File: src/rtl/receive.sv
// rtl/receive.sv - 8N1 UART receiver with 2-flop synchroniser, mid-bit sampling and connection gating
module receive #(
  parameter int CLKS_PER_BIT = 16
) (
  input  logic       clk,
  input  logic       rst,
  input  logic       rxd,
  input  logic       connection_status,
  output logic [7:0] word,
  output logic       word_valid,
  output logic       frame_error,
  output logic       busy
);

  localparam int CW = $clog2(CLKS_PER_BIT);
  localparam logic [CW-1:0] HALF_M1 = CW'(CLKS_PER_BIT / 2 - 1);
  localparam logic [CW-1:0] FULL_M1 = CW'(CLKS_PER_BIT - 1);

  typedef enum logic [1:0] {IDLE, START, DATA, STOP} state_t;

  state_t        state_q, state_d;
  logic [CW-1:0] cnt_q, cnt_d;
  logic [2:0]    bit_idx_q, bit_idx_d;
  logic [7:0]    shreg_q, shreg_d;
  logic [7:0]    word_q, word_d;
  logic          word_valid_q, word_valid_d;
  logic          frame_error_q, frame_error_d;
  logic          busy_q, busy_d;
  logic          rxd_m_q, rxd_s_q, rxd_p_q;
  logic          fall;

  assign fall = rxd_p_q & ~rxd_s_q;

  always_ff @(posedge clk) begin
    if (rst) begin
      rxd_m_q <= 1'b1;
      rxd_s_q <= 1'b1;
      rxd_p_q <= 1'b1;
    end else begin
      rxd_m_q <= rxd;
      rxd_s_q <= rxd_m_q;
      rxd_p_q <= rxd_s_q;
    end
  end

  always_comb begin
    state_d       = state_q;
    cnt_d         = cnt_q;
    bit_idx_d     = bit_idx_q;
    shreg_d       = shreg_q;
    word_d        = word_q;
    word_valid_d  = 1'b0;
    frame_error_d = 1'b0;
    case (state_q)
      IDLE: begin
        if (connection_status && fall) begin
          state_d = START;
          cnt_d   = '0;
        end
      end
      START: begin
        if (cnt_q == HALF_M1) begin
          cnt_d     = '0;
          bit_idx_d = 3'd0;
          state_d   = rxd_s_q ? IDLE : DATA;
        end else begin
          cnt_d = cnt_q + CW'(1);
        end
      end
      DATA: begin
        if (cnt_q == FULL_M1) begin
          shreg_d = {rxd_s_q, shreg_q[7:1]};
          cnt_d   = '0;
          if (bit_idx_q == 3'd7) begin
            state_d = STOP;
          end else begin
            bit_idx_d = bit_idx_q + 3'd1;
          end
        end else begin
          cnt_d = cnt_q + CW'(1);
        end
      end
      STOP: begin
        if (cnt_q == FULL_M1) begin
          cnt_d   = '0;
          state_d = IDLE;
          if (rxd_s_q) begin
            word_d       = shreg_q;
            word_valid_d = 1'b1;
          end else begin
            frame_error_d = 1'b1;
          end
        end else begin
          cnt_d = cnt_q + CW'(1);
        end
      end
      default: state_d = IDLE;
    endcase
    // Losing the connection abandons any partial byte silently.
    if (!connection_status) begin
      state_d       = IDLE;
      word_d        = word_q;
      word_valid_d  = 1'b0;
      frame_error_d = 1'b0;
    end
    busy_d = (state_d != IDLE);
  end

  always_ff @(posedge clk) begin
    if (rst) begin
      state_q       <= IDLE;
      cnt_q         <= '0;
      bit_idx_q     <= 3'd0;
      shreg_q       <= 8'h00;
      word_q        <= 8'h00;
      word_valid_q  <= 1'b0;
      frame_error_q <= 1'b0;
      busy_q        <= 1'b0;
    end else begin
      state_q       <= state_d;
      cnt_q         <= cnt_d;
      bit_idx_q     <= bit_idx_d;
      shreg_q       <= shreg_d;
      word_q        <= word_d;
      word_valid_q  <= word_valid_d;
      frame_error_q <= frame_error_d;
      busy_q        <= busy_d;
    end
  end

  assign word        = word_q;
  assign word_valid  = word_valid_q;
  assign frame_error = frame_error_q;
  assign busy        = busy_q;

endmodule

File: config.mk
export PLATFORM = sky130hd
export DESIGN_NAME = receive
export DESIGN_NICKNAME = d
export VERILOG_FILES = /design/src/rtl/receive.sv
export SDC_FILE = /design/constraint.sdc
export NUM_CORES = 1
export LEC_CHECK = 0
export ABC_AREA = 0
export CORE_UTILIZATION = 45
export DETAILED_ROUTE_END_ITERATION = 10
export DONT_BUFFER_PORTS = 1
export PLACE_DENSITY_LB_ADDON = 0.12
export SYNTH_ARGS = -nofsm -noshare
export SYNTH_HDL_FRONTEND = slang
export SYNTH_SLANG_ARGS = --single-unit
File: constraint.sdc
create_clock -name clk -period 2.4 [get_ports clk]
set_input_delay 0.72 -clock clk [delete_from_list [all_inputs] [get_ports clk]]
set_output_delay 0.72 -clock clk [all_outputs]
set_load 0.05 [all_outputs]
==> flow_summary.json <==
{
  "hold_slack_ns": 0.417,
  "use_met1_pct": 19.5,
  "synth_cells": 155,
  "remaining_drc_errors": 0,
  "drv_slew": 0,
  "met2_usage_pct": 25.8,
  "grt_max_degree": 38,
  "clk_pin_slew_ns": 0.09,
  "cts_buffer_depth": 2,
  "area.growth.synth_to_final_pct": 3.45,
  "syn_nets": 162,
  "end_kind": "primary output",
  "dieArea_sq_um": 3460,
  "path_class": "flop to primary output",
  "dpl-instance-area_sq_um": 1450,
  "required_ns": 1.68,
  "grt_setup_unrepaired": "no",
  "root_buffer": "clkbuf_4",
  "grt.total_usage_pct": 17.0,
  "register_area_sq_um": 621,
  "layout_commonest_cell": "dfxtp_1",
  "clk_latency_ns": 0.34,
  "cts_tree": "built",
  "start_kind": "flop",
  "grt_pass1_vias": 993,
  "post-route-cell-area_sq_um": 1500,
  "p_leak_nw": 0.491,
  "routedWlPerCell_um": 13.8,
  "hold_viol_final": 0,
  "worst_pin_slew_ns": 0.652,
  "antenna_found_initial": 0,
  "multi_input_area_sq_um": 756,
  "ys.warnings.count": 0,
  "postCtsSetupRepairBufs": 0,
  "die_x_um": 58.8,
  "finalSetupTns_ns": 0,
  "setup_slack_ns": 0.683,
  "routed_wl_mm": 2.69,
  "postCtsHoldBufs": 0,
  "synth_async_sr_flop_share_pct": 0,
  "nNetsFinal": 158,
  "coreArea_sq_um": 3050,
  "h-tree-depth": 2,
  "cap_violations": 0,
  "synth_seq_area_share_pct": 42.7,
  "die_h_um": 58.8,
  "crit_arrival_ns": 1.00,
  "postRouteAntennaNets": 0,
  "grt_overflow": 0,
  "cts.sinks": 31,
  "synth_cell_types": 37,
  "place_ws_ns": 0.786,
  "antenna_cells": 0,
  "finalCritPeriodShare_pct": 71.5,
  "r2r_slack_ns": 0.76,
  "fp-row-count": 20,
  "fillers": 319,
  "synth_ff_type": "dfxtp_1",
  "fin_crit_ns": 1.72,
  "vdd_ir_drop_max_mv": 0.272,
  "setup_viol": 0,
  "dp_hpwl_mm": 1.75,
  "via_per_inst": 5.49,
  "finClkSkew_ns": 0.00532,
  "cts_buffers": 5,
  "drive_gt1_share_pct": 10.6,
  "start_util_pct": 47.6,
  "syn-cell-area_sq_um": 1450,
  "vias": 1071,
  "crit_fanout": 2,
  "place_congestion": 0.805,
  "grt_pass1_wl_mm": 4.28,
  "status": "complete, no violations",
  "grt_use_met3_pct": 8.13,
  "synth_edf_count": 0,
  "slew_headroom_pct": 56.5,
  "synth.avg_cell_area_sq_um": 9.37,
  "ys_ff_latch": 31,
  "cts_resized": 0,
  "final_cell_mix": "31 x dfxtp_1, 18 x nand2b_1, 13 x nand3_1, 13 x a21oi_1, 11 x o21ai_0",
  "drt_first_iter_violations": 43,
  "clock.fmax_mhz": 583,
  "cellPowerDensity_nw_per_um2": 563,
  "io_pins": 15,
  "gr-max-usage-layer": "met2",
  "min_path_type": "flop to flop",
  "firstDrtPassIters": 4,
  "port_buffers": 0
}
==> cell families (layout without fill, tap and decap cells) <==
| group | after synthesis | in the layout | synth area share [%] |
|---|---|---|---|
| simple gates | 61 | 61 | 27.2 |
| compound gates | 34 | 34 | 14.7 |
| flops | 31 | 31 | 42.7 |
| buf+inv | 15 | 11 | 5.25 |
| mux | 10 | 10 | 6.89 |
| fa+ha+maj | 3 | 3 | 2.58 |
| xor+xnor | 1 | 1 | 0.603 |
==> power breakdown <==
part           internal, W  switching (W)  total (W)
combinational   0.00000952     0.00000416  0.0000137
clock             0.000135       0.000176   0.000311
sequential        0.000517     0.00000389   0.000521
==> per-stage QoR <==
stage                     total power (W)  instances  utilization, %
after floorplan                  0.000551        155               -
after global placement           0.000546        188            47.4
after detailed placement         0.000546        188            47.4
after CTS                        0.000856        195            49.2
after global routing             0.000871        195            49.2
final                            0.000845        195            49.2
==> registers in the layout, indices dropped and copies added, names as in the netlist <==
| signal | cells |
|---|---|
| rxd_s_q | 1 |
| cnt_q | 4 |
| word_valid | 1 |
| bit_idx_q | 3 |
| frame_error | 1 |
| rxd_p_q | 1 |
| busy | 1 |
| state_q | 2 |
| rxd_m_q | 1 |
| shreg_q | 8 |
| word | 8 |
==> synth_stat cells (3+ instances only) <==
cell	n	area share, %
dfxtp_1	31	43
nand2b_1	18	7.8
a21oi_1	13	4.5
nand3_1	13	4.5
o21ai_0	11	3.8
mux2i_1	10	6.9
buf_2	4	1.4
clkbuf_1	4	1.0
inv_1	4	1.0
nand2_1	4	1.0
or2_2	4	1.7
ha_1	3	2.6
nand3b_1	3	1.6
nor2_1	3	0.78
==> path summary, 6_finish.rpt <==
path / from / endpoint / cells after the start
max: word[7] / word[7] / 0
min: rxd_m_q / rxd_s_q / 1
max reg2reg: cnt_q[0] / busy / 4
min reg2reg: rxd_m_q / rxd_s_q / 1
==> final cells by class <==
cell class                 count  share of cell area, %
multi-input combinational    109                   50.3
sequential                    31                   41.3
tap                           44                   3.66
clock buffer                   6                   3.41
inverter                       4                  0.999
clock inverter                 1                  0.333
==> metal layers <==
| layer | routed length (um) | up-vias |
|---|---|---|
| li1 | - | 537 |
| met1 | 1200 | 508 |
| met2 | 1300 | 22 |
| met3 | 143 | 4 |
| met4 | 45 | 0 |
| met5 | 0 | - |
No activity file was read; power rests on OpenSTA's default activity.
